File: config.mk
export PLATFORM = sky130hd
export DESIGN_NAME = cdb_arbiter
export DESIGN_NICKNAME = d
export VERILOG_FILES = /design/src/rtl/cdb_arbiter.sv
export SDC_FILE = /design/constraint.sdc
export NUM_CORES = 1
export LEC_CHECK = 0
export CELL_PAD_IN_SITES_DETAIL_PLACEMENT = 0
export CELL_PAD_IN_SITES_GLOBAL_PLACEMENT = 1
export CORE_AREA = 3 3 109 111
export CTS_CLUSTER_DIAMETER = 120
export CTS_CLUSTER_SIZE = 30
export DETAILED_ROUTE_END_ITERATION = 12
export DIE_AREA = 0 0 112 114
export GPL_ROUTABILITY_DRIVEN = 0
export GPL_TIMING_DRIVEN = 1
export PLACE_DENSITY = 0.87
export SLEW_MARGIN = 5
export SYNTH_ARGS = -nofsm -noshare
export SYNTH_HDL_FRONTEND = slang
export SYNTH_SLANG_ARGS = --single-unit
File: constraint.sdc
create_clock -name CLK -period 2.4 [get_ports CLK]
set_input_delay 0.36 -clock CLK [delete_from_list [all_inputs] [get_ports CLK]]
set_output_delay 0.36 -clock CLK [all_outputs]
set_load 0.1 [all_outputs]
File: src/rtl/cdb_arbiter.sv
`default_nettype none
// ============================================================================
// Module   : cdb_arbiter
// Brief    : Three-way round-robin arbiter for the common data bus; one result
//            per cycle is broadcast one cycle after its grant.
// Revision : 1.0 - initial release
// ============================================================================
module cdb_arbiter #(
    parameter int DATA_W = 32,
    parameter int TAG_W  = 5
) (
    input  logic              CLK,
    input  logic              RST,
    input  logic              Flush,
    input  logic              Add_req,
    input  logic              Mul_req,
    input  logic              Mem_req,
    input  logic [TAG_W-1:0]  Add_tag,
    input  logic [TAG_W-1:0]  Mul_tag,
    input  logic [TAG_W-1:0]  Mem_tag,
    input  logic [DATA_W-1:0] Add_data,
    input  logic [DATA_W-1:0] Mul_data,
    input  logic [DATA_W-1:0] Mem_data,
    output logic              Add_gnt,
    output logic              Mul_gnt,
    output logic              Mem_gnt,
    output logic              CDB_valid,
    output logic [TAG_W-1:0]  CDB_tag,
    output logic [DATA_W-1:0] CDB_data,
    output logic              Conflict
);

    localparam logic [1:0] c_ADD = 2'd0;
    localparam logic [1:0] c_MUL = 2'd1;
    localparam logic [1:0] c_MEM = 2'd2;

    logic [1:0]        r_ptr;
    logic              r_cdb_valid;
    logic [TAG_W-1:0]  r_cdb_tag;
    logic [DATA_W-1:0] r_cdb_data;

    logic              w_add_v;
    logic              w_mul_v;
    logic              w_mem_v;
    logic [1:0]        w_ptr;
    logic [2:0]        w_pick;   // {mem, mul, add}, before reset/flush gating
    logic [2:0]        w_gnt;
    logic [1:0]        w_ptr_next;
    logic [TAG_W-1:0]  w_sel_tag;
    logic [DATA_W-1:0] w_sel_data;

    // Tag 0 marks "no producer", so such a request is ignored entirely.
    assign w_add_v = Add_req && (Add_tag != '0);
    assign w_mul_v = Mul_req && (Mul_tag != '0);
    assign w_mem_v = Mem_req && (Mem_tag != '0);

    assign w_ptr    = (r_ptr == 2'd3) ? c_ADD : r_ptr;
    assign Conflict = (w_add_v && w_mul_v) || (w_add_v && w_mem_v) || (w_mul_v && w_mem_v);

    always_comb begin
        w_pick = 3'b000;
        case (w_ptr)
            c_MUL: begin
                if (w_mul_v)      w_pick = 3'b010;
                else if (w_mem_v) w_pick = 3'b100;
                else if (w_add_v) w_pick = 3'b001;
            end
            c_MEM: begin
                if (w_mem_v)      w_pick = 3'b100;
                else if (w_add_v) w_pick = 3'b001;
                else if (w_mul_v) w_pick = 3'b010;
            end
            default: begin
                if (w_add_v)      w_pick = 3'b001;
                else if (w_mul_v) w_pick = 3'b010;
                else if (w_mem_v) w_pick = 3'b100;
            end
        endcase
    end

    assign w_gnt   = (RST || Flush) ? 3'b000 : w_pick;
    assign Add_gnt = w_gnt[0];
    assign Mul_gnt = w_gnt[1];
    assign Mem_gnt = w_gnt[2];

    always_comb begin
        w_ptr_next = w_ptr;
        w_sel_tag  = Add_tag;
        w_sel_data = Add_data;
        case (w_gnt)
            3'b001: w_ptr_next = c_MUL;
            3'b010: begin
                w_ptr_next = c_MEM;
                w_sel_tag  = Mul_tag;
                w_sel_data = Mul_data;
            end
            3'b100: begin
                w_ptr_next = c_ADD;
                w_sel_tag  = Mem_tag;
                w_sel_data = Mem_data;
            end
            default: ;
        endcase
    end

    // Flush leaves the last tag/data in place; only reset clears them.
    always_ff @(posedge CLK) begin
        if (RST) begin
            r_ptr       <= c_ADD;
            r_cdb_valid <= 1'b0;
            r_cdb_tag   <= '0;
            r_cdb_data  <= '0;
        end else if (Flush) begin
            r_ptr       <= c_ADD;
            r_cdb_valid <= 1'b0;
        end else if (w_gnt != 3'b000) begin
            r_ptr       <= w_ptr_next;
            r_cdb_valid <= 1'b1;
            r_cdb_tag   <= w_sel_tag;
            r_cdb_data  <= w_sel_data;
        end else begin
            r_cdb_valid <= 1'b0;
        end
    end

    assign CDB_valid = r_cdb_valid;
    assign CDB_tag   = r_cdb_tag;
    assign CDB_data  = r_cdb_data;

endmodule
`default_nettype wire

==> qor.csv, run 1 <==
metric,value,unit
start_util,0.2402,
critPathCaptureType,register,
clkTransAtPathRegs,0.08,ns
clkLatencyLatePin,0.29,ns
ys_ff_latch,40,
layout-drive-gt1-share,0.2928,
gr-usage-all-layers,0.1532,
crit_type,register to register,
io_buffers,158,
syn_area,2615,µm²
final.fill_count,1024,
grt_pass1_vias,3254,
cellLeakagePower,1.954,nW
die_area,12770,µm²
skew,0.004126,ns
hpwl,7483,µm
synth-xor-area-share,0,
synth.area.mux_share,0,
cp_data_required_time,2.58,ns
cts.path.max_buffers,2,
synth.avg_cell_area,8.688,µm²
dpl_worst_slack,-0.4203,ns
min_from,RST,
vdd_drop_max,277.4,µV
synthAdderAreaFrac,0.01435,
fin_setup_tns,0,ns
viasPerCell,5.030,
drt_iter0_markers,125,
synth_nets,421,
status,finished clean,
gr-total-overflow,0,
maxCapViolCount,0,
r2r_start,r_ptr[1]$_SDFFE_PP0P_,
cp_slowest_stage_delay,0.48,ns
fin_nets,604,
min_period_over_period,0.9900,
fp.dieH,114,µm
crit_start,r_ptr[1]$_SDFFE_PP0P_,
critPathArrivalTime,2.56,ns
ant_nets,0,
synth_compound_area_frac,0.4306,
cts_buffers,5,
async_flop_share,0,
cts_tree,yes,
cp-start-kind,register,
wl,10450,µm
finalCriticalPeriod,2.376,ns
post-route-drc-count,0,
grt_pass1_wl,16130,µm
synthCells,301,
coreArea,10890,µm²
synth-simple-area-share,0.1206,
ys_types,34,
clock-sinks,40,
synth-edff-count,0,
tightest_slew,0.3710,ns
num_vias,3144,
synthFlopType,dfxtp_1,
fin_hold_ws,0.3484,ns
ioPinCount,159,
clock.fmax,420.9,MHz
grt_max_degree,23,
rows,38,
rsz0062_at_grt,yes,
synth_warnings,0,
report.final.slew_viol_count,0,
fp.dieW,112,µm
cts-root-buf,clkbuf_8,
power_density,565.9,nW/µm²
critical-path-slowest-cell,a2111o_2,
setup_violations,0,
num_antenna_cells,0,
htree_num_levels,2,
drt-wirelength-per-cell,16.72,µm
hold_class,primary input to register,
synth_top_family_by_area,compound AO/OA/AOI/OAI gates,
hold_viol_final,0,
cp_cell_sequence,"buf_6, ha_4, nor2_2, a2111o_2, buf_4, buf_4, a211oi_4, buf_6, buf_12, o32ai_1, o21a_1",
layout-area-overhead-vs-synth,89.62,%
setup_slack,0.02403,ns
path_max_fanout,16,
slew_headroom,0.7462,
antenna_found_initial,0,
final_core_util,0.4554,
dr.pass1.iters,4,
ys_seq_area_frac,0.3062,
## metal layers
| layer | vias up | track usage | part of all wire |
|---|---|---|---|
| met5 | - | 0 | 0 |
| met4 | 0 | 0.03686 | 0.011 |
| met3 | 10 | 0.05199 | 0.093 |
| met2 | 132 | 0.2782 | 0.48 |
| met1 | 1481 | 0.1733 | 0.41 |
| li1 | 1521 | - | - |
## where the power goes
part / internal, mW / switching, mW
clock: 0.308 / 0.253
combinational: 0.489 / 0.955
sequential: 0.755 / 0.0449
## cell type report
| type | instances | area (µm²) | area share |
|---|---|---|---|
| multi-input combinational | 187 | 1692 | 0.3412 |
| clock inverter | 3 | 42.54 | 0.008579 |
| clock buffer | 5 | 68.82 | 0.01388 |
| timing repair buffer | 207 | 2009 | 0.4052 |
| tap | 140 | 175.2 | 0.03533 |
| inverter | 43 | 167.7 | 0.03381 |
| sequential | 40 | 803.3 | 0.1620 |
## stage by stage
stage / power, mW / area, µm² / cells
floorplan: 1.741 / 2650 / 301
global placement: 2.193 / 4472 / 599
detailed placement: 2.205 / 4472 / 599
CTS: 2.809 / 4758 / 620
global route: 2.927 / 4959 / 625
finish: 2.806 / 4959 / 625
## path summary, 6_finish.rpt
path	to	slack, ns	depth (start not counted)
setup / recovery	CDB_data[16]$_SDFFE_PP0P_	0.02	11
hold / removal	r_ptr[0]$_SDFFE_PP0P_	0.35	2
setup reg to reg	CDB_data[16]$_SDFFE_PP0P_	0.02	11
hold reg to reg	r_ptr[0]$_SDFFE_PP0P_	0.57	2
## sequential cells by signal (all words and copies together) (netlist names)
signal     cells
r_ptr          2
CDB_tag        5
CDB_valid      1
CDB_data      32
## layout by cell type, fill, tap and decap left out, types with 2 or more instances in the layout
cell type / instances
clkdlybuf4s50_1: 101
buf_4: 71
o32ai_1: 60
o21a_1: 39
dfxtp_1: 38
inv_1: 38
nor2b_1: 37
o32ai_2: 14
dlygate4sd2_1: 12
buf_12: 11
buf_6: 8
clkbuf_8: 5
inv_2: 3
a21oi_1: 3
or4_4: 2
nand4_1: 2
clkinvlp_4: 2
o31ai_4: 2
and2_4: 2
o21ai_0: 2
clkdlybuf4s15_1: 2
dfxtp_2: 2
## kinds of logic after synthesis
family	Yosys count
and+or+nand+nor	50
buffers and inverters	74
AOI/OAI and AO/OA	134
adders and majority gates	3
DFF	40
## timing repair
item,CTS,global route
resized for setup,34,30
pin swaps,12,6
hold buffers,0,0
endpoints found under the setup margin,42,38
setup buffers,13,4
gates cloned,0,1
## cell usage after synthesis (2+ instances only)
| cell | instances | share of area |
|---|---|---|
| buf_2 | 10 | 0.019 |
| o32ai_1 | 74 | 0.25 |
| nand4_1 | 2 | 0.0048 |
| nor2b_1 | 37 | 0.089 |
| ha_1 | 3 | 0.014 |
| buf_4 | 2 | 0.0057 |
| inv_1 | 43 | 0.062 |
| and2_1 | 2 | 0.0048 |
| or4_4 | 2 | 0.0086 |
| buf_6 | 5 | 0.022 |
| clkbuf_1 | 14 | 0.020 |
| nor2_1 | 3 | 0.0043 |
| dfxtp_1 | 40 | 0.31 |
| o21ai_0 | 3 | 0.0057 |
| a21oi_1 | 3 | 0.0057 |
| o31ai_1 | 2 | 0.0057 |
| o21a_1 | 39 | 0.11 |
## critical path, delay by kind of cell (launching register included)
family                   cells  cell delay, ns
AO/OA/AOI/OAI                4            0.89
adder cells (fa/ha/maj)      1            0.27
buffers and inverters        5            0.72
flip-flops                   1            0.33
AND/OR/NAND/NOR              1            0.05
No activity file was read; power rests on OpenSTA's default activity.
==> run 2, diff against run 1 <==
Settings changed: ABC_AREA set to 1, CORE_AREA 3 3 109 111 to 3 3 114 116, DIE_AREA 0 0 112 114 to 0 0 117 119, TNS_END_PERCENT set to 5.
==> qor.csv, run 2 <==
metric,value,unit
tightest_slew,0.7185,ns
cp_data_required_time,2.04,ns
grt_pass1_wl,16630,µm
hpwl,7739,µm
coreArea,12010,µm²
async_flop_share,0,
crit_type,primary input to output port,
largest_reg_flops,32,
cts.path.max_buffers,2,
cts_setup_buffers,0,
hold_buffers,0,
io_buffers,158,
crit_cells,9,
cpMostUsedCell,nand2_1,
die_area,13920,µm²
synth-edff-count,0,
rows,40,
met3_length,705,µm
hold_viol_final,0,
synth.area.top_cells,"dfxtp_1 (29%), a21oi_1 (18%), inv_1 (11%)",
vdd_drop_max,404.5,µV
slew_headroom,0.5203,
cts_buffers,5,
hold_depth,2,
synth.most_common_cell,a21oi_1,
hold_class,register to register,
synthFlopType,dfxtp_1,
fp.dieW,117,µm
viasPerCell,4.646,
syn_area,2778,µm²
fin_nets,689,
status,finished clean,
final_common_cell,clkdlybuf4s50_1,
synth_top_area_cell,dfxtp_1,
cp_cell_sequence,"clkdlybuf4s50_1, nor2_1, nand3b_1, nand2_2, nand2_1, nand2_1, nand3_2, inv_2, buf_12",
clkTransAtPathRegs,0.07,ns
ioPinCount,159,
min_period_over_period,0.9171,
stdcell_count,717,
maxCapViolCount,0,
cpLargestDelayFamily,buffers and inverters,
dp_cells,709,
skew,0.004746,ns
layout-area-overhead-vs-synth,66.67,%
synth_warnings,0,
worstRegToRegCells,11,
synthCells,419,
ys_ff_latch,40,
setup_violations,0,
clock-sinks,40,
critPathCaptureType,output port,
clkLatencyLatePin,0.28,ns
layout-drive-gt1-share,0.1842,
final_cell_mix,"clkdlybuf4s50_1 (116), a21oi_1 (98), inv_1 (80), nor2_1 (48), buf_4 (46)",
routed.top_layer,met4,
gr-total-overflow,0,
synth_nets,539,
cp_slowest_stage_delay,0.42,ns
post-route-drc-count,0,
grt_pass1_vias,3442,
cp-start-kind,primary input,
wl_met1,4403,µm
cp_num_buf_inv,3,
path_max_fanout,4,
cts_resized,0,
report.final.slew_viol_count,0,
gr-usage-all-layers,0.1468,
start_util,0.2313,
synth.avg_cell_area,6.629,µm²
cellLeakagePower,2.194,nW
drt_iter0_markers,253,
critPathArrivalTime,1.84,ns
antenna_found_initial,0,
cts-root-buf,clkbuf_16,
num_antenna_cells,0,
num_vias,3331,
ys_seq_area_frac,0.2883,
ant_nets,0,
met2WireLength,5288,µm
critical-path-slowest-cell,clkdlybuf4s50_1,
power_density,802.4,nW/µm²
final_core_util,0.3854,
synth_top_area_share,0.2883,
wl,10520,µm
synth_common_cells,"a21oi_1 (98), inv_1 (80), nor2_1 (48)",
clock.fmax,454.3,MHz
rsz0062_at_grt,no,
htree_num_levels,2,
grt_max_degree,41,
ys_types,25,
fin_hold_ws,0.5135,ns
finalCriticalPeriod,2.201,ns
dr.pass1.iters,4,
cts_tree,yes,
drt-wirelength-per-cell,14.68,µm
fp.dieH,119,µm
==> run 2: changes by cell type in the layout (fill, tap and decap cells not counted), sizes merged, moves of 12 or more <==
cell and change:
a21oi +110, o32ai -74, nand3 +47, nor2 +46
inv +40, o21a -39, nor2b -37, nor3 +37
buf -34, clkdlybuf4s50 +15, dlygate4sd2 -12, nand2 +12
==> run 2: worst reg2reg max path, stage by stage (launching register included) <==
cell and delay, ns:
dfxtp_1 0.35, inv_1 0.07, ha_1 0.32, nor2_1 0.17, inv_1 0.10, nand3_4 0.10, nand2_2 0.07, nand2_4 0.09
buf_4 0.28, nor3_1 0.09, nor2_1 0.16, a21oi_2 0.07
==> run 2: metrics by stage <==
step | TNS, ns | power (mW) | instance area, µm² | setup WS, ns
global placement | 0 | 3.050 | 4486 | 0.1696
global route | 0 | 3.899 | 4629 | 0.1104
floorplan | -7.180 | 2.467 | 2778 | -0.2572
detailed placement | 0 | 3.071 | 4486 | 0.1444
CTS | 0 | 3.755 | 4629 | 0.2047
finish | 0 | 3.715 | 4629 | 0.1990
==> run 2: path summary, 6_finish.rpt <==
path	startpoint	end	slack [ns]
worst max-delay path	Add_tag[4]	Mem_gnt	0.20
worst min-delay path	CDB_data[21]$_SDFFE_PP0P_	CDB_data[21]$_SDFFE_PP0P_	0.51
worst max register to register	r_ptr[0]$_SDFFE_PP0P_	CDB_tag[2]$_SDFFE_PP0P_	0.44
worst min register to register	CDB_data[21]$_SDFFE_PP0P_	CDB_data[21]$_SDFFE_PP0P_	0.51
==> run 2: cell families (layout without fill, tap and decap cells) <==
| family | after synthesis | in the layout | synth area share |
|---|---|---|---|
| simple gates | 147 | 147 | 0.2766 |
| compound gates | 117 | 117 | 0.2342 |
| fa+ha+maj | 3 | 3 | 0.01351 |
| flops | 40 | 40 | 0.2883 |
| buf+inv | 112 | 263 | 0.1874 |
==> run 2: cell type report <==
| type | count | area (µm²) |
|---|---|---|
| Fill cell | 1286 | 7382 |
| Timing Repair Buffer | 173 | 1727 |
| Multi-Input combinational cell | 267 | 1466 |
| Sequential cell | 40 | 800.8 |
| Inverter | 82 | 307.8 |
| Tap cell | 147 | 183.9 |
| Clock buffer | 5 | 125.1 |
| Clock inverter | 3 | 18.77 |
==> run 2: routing by layer <==
metal / global-route usage / up-vias
met5: 0 / -
met4: 0.04014 / 0
met3: 0.02795 / 13
met2: 0.2617 / 138
met1: 0.1769 / 1522
li1: - / 1658
==> run 2: power breakdown <==
group | switching [mW] | leakage [nW] | internal [mW] | total (mW)
sequential | 0.0873 | 0.333 | 0.820 | 0.907
clock | 0.279 | 0.0736 | 0.383 | 0.663
combinational | 1.56 | 1.79 | 0.585 | 2.15
total | 1.93 | 2.19 | 1.79 | 3.71
